## config.mk

```make
export PLATFORM = sky130hd
export DESIGN_NAME = dmem_access_unit
export DESIGN_NICKNAME = d
export VERILOG_FILES = /design/src/rtl/dmem_access_unit.sv
export SDC_FILE = /design/constraint.sdc
export NUM_CORES = 1
export LEC_CHECK = 0
export CAP_MARGIN = 20
export CORE_MARGIN = 5
export CORE_UTILIZATION = 40
export DETAILED_ROUTE_END_ITERATION = 10
export GPL_ROUTABILITY_DRIVEN = 1
export PLACE_DENSITY = 0.73
export SYNTH_ARGS = -nofsm -noshare
export SYNTH_HDL_FRONTEND = slang
export SYNTH_SLANG_ARGS = --single-unit
```

## constraint.sdc

```tcl
create_clock -name CLK -period 2.98 [get_ports CLK]
set_input_delay 0.596 -clock CLK [delete_from_list [all_inputs] [get_ports CLK]]
set_output_delay 0.596 -clock CLK [all_outputs]
set_load 0.005 [all_outputs]
```

## src/rtl/dmem_access_unit.sv

```systemverilog
`default_nettype none
// ============================================================================
// Module   : dmem_access_unit
// Brief    : MEM-stage load/store unit driving a CSN/WEN/BE/READY data SRAM.
// Revision : 1.0
// ============================================================================
module dmem_access_unit #(
    parameter int TIMEOUT = 64,
    parameter int CNT_W   = 7
) (
    input  logic        CLK,
    input  logic        RST,
    input  logic        REQ_VALID,
    input  logic        REQ_WE,
    input  logic [2:0]  REQ_TYPE,
    input  logic [31:0] REQ_ADDR,
    input  logic [31:0] REQ_WDATA,
    output logic        D_MEM_CSN,
    output logic        D_MEM_WEN,
    output logic [3:0]  D_MEM_BE,
    output logic [31:0] D_MEM_ADDR,
    output logic [31:0] D_MEM_DOUT,
    input  logic [31:0] D_MEM_DI,
    input  logic        D_READY,
    output logic        STALL,
    output logic        RESP_VALID,
    output logic [31:0] RESP_DATA,
    output logic        MISALIGNED,
    output logic        TIMEOUT_ERR
);

    typedef enum logic [1:0] {
        S_IDLE = 2'd0,
        S_BUSY = 2'd1,
        S_RESP = 2'd2
    } state_t;

    state_t           r_state;
    state_t           w_next;
    logic [CNT_W-1:0] r_cnt;
    logic [CNT_W-1:0] w_cnt_next;
    logic             w_timeout;
    logic [2:0]       r_type;
    logic [1:0]       r_off;
    logic             r_we;
    logic             r_misal;
    logic             r_tmo;
    logic [31:0]      r_rdata;
    logic             w_misal;
    logic [4:0]       w_shamt;
    logic [3:0]       w_be;
    logic [31:0]      w_dout;
    logic [31:0]      w_rshift;
    logic [31:0]      w_ext;

    // Byte accesses can never be misaligned; halfwords need addr[0]=0.
    always_comb begin
        case (REQ_TYPE[1:0])
            2'b00:   w_misal = 1'b0;
            2'b01:   w_misal = REQ_ADDR[0];
            default: w_misal = |REQ_ADDR[1:0];
        endcase
    end

    assign w_shamt    = {REQ_ADDR[1:0], 3'b000};
    assign w_cnt_next = r_cnt + 1'b1;
    assign w_timeout  = (w_cnt_next == CNT_W'(TIMEOUT));

    always_comb begin
        w_be   = 4'hF;
        w_dout = '0;
        if (REQ_WE) begin
            case (REQ_TYPE[1:0])
                2'b00: begin
                    w_be   = 4'b0001 << REQ_ADDR[1:0];
                    w_dout = {24'h0, REQ_WDATA[7:0]} << w_shamt;
                end
                2'b01: begin
                    w_be   = 4'b0011 << REQ_ADDR[1:0];
                    w_dout = {16'h0, REQ_WDATA[15:0]} << w_shamt;
                end
                default: w_dout = REQ_WDATA;
            endcase
        end
    end

    assign w_rshift = D_MEM_DI >> {r_off, 3'b000};

    always_comb begin
        case (r_type)
            3'b000:  w_ext = {{24{w_rshift[7]}}, w_rshift[7:0]};
            3'b001:  w_ext = {{16{w_rshift[15]}}, w_rshift[15:0]};
            3'b100:  w_ext = {24'h0, w_rshift[7:0]};
            3'b101:  w_ext = {16'h0, w_rshift[15:0]};
            default: w_ext = D_MEM_DI;
        endcase
    end

    always_ff @(posedge CLK) begin
        if (RST) begin
            r_state <= S_IDLE;
        end else begin
            r_state <= w_next;
        end
    end

    always_comb begin
        w_next = r_state;
        STALL  = 1'b0;
        case (r_state)
            S_IDLE: begin
                STALL = REQ_VALID;
                if (REQ_VALID) begin
                    w_next = w_misal ? S_RESP : S_BUSY;
                end
            end
            S_BUSY: begin
                STALL = 1'b1;
                if (D_READY || w_timeout) begin
                    w_next = S_RESP;
                end
            end
            S_RESP:  w_next = S_IDLE;
            default: w_next = S_IDLE;
        endcase
    end

    always_ff @(posedge CLK) begin
        if (RST) begin
            r_cnt      <= '0;
            r_type     <= 3'b000;
            r_off      <= 2'b00;
            r_we       <= 1'b0;
            r_misal    <= 1'b0;
            r_tmo      <= 1'b0;
            r_rdata    <= '0;
            D_MEM_CSN  <= 1'b1;
            D_MEM_WEN  <= 1'b1;
            D_MEM_BE   <= 4'h0;
            D_MEM_ADDR <= '0;
            D_MEM_DOUT <= '0;
        end else begin
            case (r_state)
                S_IDLE: begin
                    if (REQ_VALID) begin
                        r_cnt  <= '0;
                        r_type <= REQ_TYPE;
                        r_off  <= REQ_ADDR[1:0];
                        r_we   <= REQ_WE;
                        if (w_misal) begin
                            r_misal <= 1'b1;
                        end else begin
                            D_MEM_CSN  <= 1'b0;
                            D_MEM_WEN  <= ~REQ_WE;
                            D_MEM_ADDR <= {REQ_ADDR[31:2], 2'b00};
                            D_MEM_BE   <= w_be;
                            D_MEM_DOUT <= w_dout;
                        end
                    end
                end
                S_BUSY: begin
                    r_cnt <= w_cnt_next;
                    // READY on the final counted cycle still wins over the timeout.
                    if (D_READY) begin
                        D_MEM_CSN <= 1'b1;
                        D_MEM_BE  <= 4'h0;
                        r_rdata   <= r_we ? 32'h0 : w_ext;
                    end else if (w_timeout) begin
                        D_MEM_CSN <= 1'b1;
                        D_MEM_BE  <= 4'h0;
                        r_tmo     <= 1'b1;
                        r_rdata   <= '0;
                    end
                end
                S_RESP: begin
                    r_cnt   <= '0;
                    r_misal <= 1'b0;
                    r_tmo   <= 1'b0;
                    r_rdata <= '0;
                end
                default: ;
            endcase
        end
    end

    assign RESP_VALID  = (r_state == S_RESP);
    assign RESP_DATA   = r_rdata;
    assign MISALIGNED  = r_misal;
    assign TIMEOUT_ERR = r_tmo;

endmodule
`default_nettype wire

```

* Yosys cells after proc, flatten, opt, wreduce, memory -nomap -nowiden
Index checks and enable logic that the tools add are counted.
Word-level totals: register bits 117, logic and storage cells 84
Operators by class: add/subtract/negate cells 1, equal/unequal tests 14, shifts and indexed selects 5, muxes and demuxes 32, bitwise gates (word level) 2, reductions and logical operators 17
Operators with widths (count):
- $mux W32 | 4
- $pmux W32 S2 | 2
- $pmux W32 S4 | 1
- $shl A16 B5 Y32 | 1
- $shl A8 B5 Y32 | 1
- $shr A32 B5 Y16 | 1
- $pmux W7 S3 | 1
- $mux W4 | 5
- $pmux W4 S2 | 2
- $ne A2 B2 Y1 const B | 6
- $pmux W1 S2 | 5
- $reduce_and A3 Y1 | 3
- $reduce_and A2 Y1 | 4
- $add A7 B1 Y7 const B | 1
- $eq A7 B7 Y1 const B | 1
- $mux W1 | 7
- $mux W7 | 1
- $eq A3 B3 Y1 const B | 2
- $mux W2 | 3
- $reduce_bool A2 Y1 | 3
- $eq A2 B1 Y1 const B | 2
- $logic_not A2 Y1 | 2
- $pmux W2 S2 | 1
- $reduce_and A4 Y1 | 1
- 10 further kinds | 11

* Logic depth before layout (Yosys ltp)
Gate-level depths: netlist (run 1).
depth after elaboration 6, mapped depth 8, mapped depth without buffers 6

* Worst setup path after synthesis (run 1)
Ideal clock, no wire load.
path kind input-to-reg, start point input D_READY, end point register r_rdata[22] (netlist: RESP_DATA[22]), arrival time 1.906 ns, setup slack 1.002 ns, cell stages on the path 6, path buffers 1, cells stage by stage inv_1 -> or4_4 -> a311o_1 -> buf_6 -> a21boi_0 -> mux2i_1
Between the ends: word-level cells in the longest chain between the ends 2
RTL lines:
- start: declaration | line 24 | input logic D_READY,
- $mux W32 or $ne A3 B3 Y1 (tied branches)
- $pmux W32 S2 or $reduce_and A2 Y1 (tied branches)
- end signal: assignment | line 167 | r_rdata <= r_we ? 32'h0 : w_ext;
- end: declaration | line 48 | logic [31:0] r_rdata;
Parallel ways exist; a longest one is shown, timed or not. A chain may end at the register's enable or synchronous reset.

* Worst setup path after layout (run 1)
start point input REQ_VALID, end point output STALL
Between the ends: word-level cells in the longest chain between the ends 1
RTL lines:
- start: declaration | line 13 | input logic REQ_VALID,
- $pmux W1 S2 | line 110 | case (r_state)
- end: declaration | line 25 | output logic STALL,
No other way between the ends.

==> impl_metrics.ini, run 1 <==
[critical_path]
critPathMaxFanout = 7
required_ns = 2.38
critPathArrivalTime_ns = 1.94
critPathLaunchType = input pin
worstPathCellList = clkdlybuf4s50_1 > nor2_1 > nor2_1 > clkdlybuf4s50_1
slowest_delay_ns = 0.62
critPathCaptureType = primary output
critical-path-slowest-cell = clkdlybuf4s50_1
path_class = in -> out

[synth]
synthTopCellsByArea = dfxtp_1 (41%), mux2i_1 (7.8%), nand2_1 (6.7%)
synth_ff_type = dfxtp_1
yosysTopAreaCellShare_pct = 40.8
synth_area_sq_um = 5740
yosysTopAreaCell = dfxtp_1
synth_edf_count = 0
synthDistinctLibCells = 60
ys_seq_area_share_pct = 40.8
synth_top_cells_by_count = dfxtp_1 (117), nand2_1 (102), a21oi_1 (62)
syn_inst = 699
async_flop_share_pct = 0
yosysMostFrequentCell = dfxtp_1
ys_ff_latch = 117
yosys_warnings = 0
syn_avg_cell_area_sq_um = 8.21

[pwr]
leakagePower_uw = 0.00305
pwr-share-clk_pct = 49.1
p_per_area_nw_per_um2 = 548
combPwrFrac_pct = 15.4
swShare_pct = 24.0
p_int_uw = 3580
switching_power_uw = 1130
power_frac_seq_pct = 35.5
peakVddDrop_v = 0.000378

[worst_hold_path]
hp-class = reg -> reg

[sta]
setup_violations = 0
max_freq_mhz = 394
fin_crit_ns = 2.54
skew_ns = 0.0105
max_slew_margin_pct = 43.3
tightest_slew_ns = 0.851
rsz0062_at_grt = false
fin_crit_sh_pct = 85.1
drv_slew = 0
finalSetupTns_ns = 0
hold_viol = 0
whs_ns = 0.448

[floorplan]
die_y_um = 130
design.die.area_sq_um = 16900
fp-row-count = 43
core_sq_um = 14000
ios = 210
initial_utilization_pct = 41.0
die_x_um = 130

[detailed_routing]
drtAntennaViolNets = 0
dr.pass1.iters = 6
avgViaCountPerCell = 5.31
drtIter0Drc = 580
routed_wl_um = 18500
route.detailed.drc = 0
vias = 5743
wl_per_cell_um = 17.2

[global_route]
overflow = 0
first_global_vias = 5385
grt_pass1_wl_um = 28200
grt_max_degree = 82
antenna_found_initial = 1
grt_use_total_pct = 21.3

[placed_design]
placed_cell_area_sq_um = 7920
portBuffers = 207
gp_congestion = 0.883
dp_hpwl_um = 13200

[clocking]
cts_made_buffers = 17
post_cts_buffers = 0
cts_tree = built
cts_max_path_buffers = 2
cts_resized = 0
root_buffer = clkbuf_16
clock-sinks = 117
path_clk_slew_ns = 0.05
hold_buffers = 0
clock_latency_ns = 0.42
htree_levels = 4

[job]
cap_violations = 0

[cells_and_area]
finalInstanceArea_sq_um = 8610
area_delta_synth_final_pct = 49.9
fin_nets = 992
drive_above_1_share_pct = 7.56
final_util_pct = 61.5

[status]
outcome = complete, no violations
area by class of cell:
class	instances	area [sq um]
fill	1276	5380
multi-input combinational	517	3090
sequential	117	2340
timing repair buffer	229	2250
clock buffer	21	480
tap	180	225
clock inverter	11	196
inverter	5	18.8
antenna	1	2.50
power groups by stage:
stage / clock network, uW / logic, uW / registers (uW)
after CTS: 2360 / 729 / 1670
after global placement: 0 / 723 / 1700
after floorplan: 0 / 361 / 1700
after global routing: 2430 / 788 / 1680
after detailed placement: 0 / 724 / 1710
final: 2320 / 727 / 1670
layer usage:
metal  global-route usage (%)  routed length [um]  vias up  part of all wire, %
met1                     27.0                7740     2657                   42
met3                     7.82                1880       24                   10
li1                         -                   -     2828                    -
met5                        0                   0        -                    0
met2                     33.4                8480      234                   46
met4                     7.89                 433        0                  2.3
through the flow:
| step | total power (uW) | setup slack (ns) | std cells |
|---|---|---|---|
| after global placement | 2430 | 0.273 | 1047 |
| after global routing | 4900 | 0.372 | 1081 |
| after CTS | 4760 | 0.452 | 1079 |
| after detailed placement | 2430 | 0.232 | 1047 |
| after floorplan | 2060 | 1.00 | 700 |
| final | 4720 | 0.443 | 1081 |
cell families (layout without fill, tap and decap cells):
logic type               after synthesis  in the layout  share of synthesized area (%)
AO/OA/AOI/OAI                        211            211                           23.3
XOR/XNOR                               2              2                          0.305
adder cells (fa/ha/maj)                1              1                          0.218
buffers and inverters                 66            266                           5.71
flip-flops                           117            117                           40.8
multiplexers                          48             48                           8.63
other                                  1              3                         0.0653
AND/OR/NAND/NOR                      253            253                           21.0
worst max-delay path: cells and delay by family:
| family | cells | cell delay, ns |
|---|---|---|
| buffers and inverters | 2 | 1.12 |
| AND/OR/NAND/NOR | 2 | 0.23 |
state kept, by name (all words and copies together), names as in the netlist:
name and count:
D_MEM_ADDR 30, D_MEM_BE 4, D_MEM_CSN 1, D_MEM_DOUT 32, D_MEM_WEN 1, MISALIGNED 1
RESP_DATA 32, TIMEOUT_ERR 1, r_cnt 7, r_off 2, r_state 2, r_type 3
r_we 1
layout by cell type (no fill, tap or decap), types with 4 or more instances in the layout:
cell type,Yosys,layout
clkbuf_8,0,4
a21boi_0,17,17
nor2_1,59,59
buf_4,2,22
o21ai_1,8,8
clkbuf_16,0,17
clkdlybuf4s50_1,0,206
a22oi_1,48,48
nand2_1,102,102
nand3_1,12,12
dfxtp_1,117,117
nor3_1,4,4
bufinv_16,0,5
o221ai_1,7,7
a21oi_1,62,62
inv_1,5,5
nand2b_1,46,46
nor2b_1,9,9
o21ai_0,34,33
mux2i_1,45,45
a31oi_1,10,10
o21a_1,4,4
path summary, 6_finish.rpt:
| path | start | to | slack, ns | cells past startpoint |
|---|---|---|---|---|
| hold / removal | D_MEM_DOUT[3]$_SDFFE_PP0P_ | D_MEM_DOUT[3]$_SDFFE_PP0P_ | 0.45 | 2 |
| setup reg to reg | r_cnt[3]$_SDFFE_PP0P_ | RESP_DATA[9]$_SDFFE_PP0P_ | 0.87 | 6 |
| setup / recovery | REQ_VALID | STALL | 0.44 | 4 |
| hold reg to reg | D_MEM_DOUT[3]$_SDFFE_PP0P_ | D_MEM_DOUT[3]$_SDFFE_PP0P_ | 0.45 | 2 |
Power figures use the tool's default switching activity.
==> inputs of run 2 (changes only) <==
--- a/config.mk
+++ b/config.mk
@@ -10,6 +10,7 @@
 export CORE_UTILIZATION = 40
 export DETAILED_ROUTE_END_ITERATION = 10
 export GPL_ROUTABILITY_DRIVEN = 1
+export HOLD_SLACK_MARGIN = 0.05
 export PLACE_DENSITY = 0.73
 export SYNTH_ARGS = -nofsm -noshare
 export SYNTH_HDL_FRONTEND = slang
==> results of run 2 <==
Same layout as run 1: the final DEF is identical, and so are final timing and power.
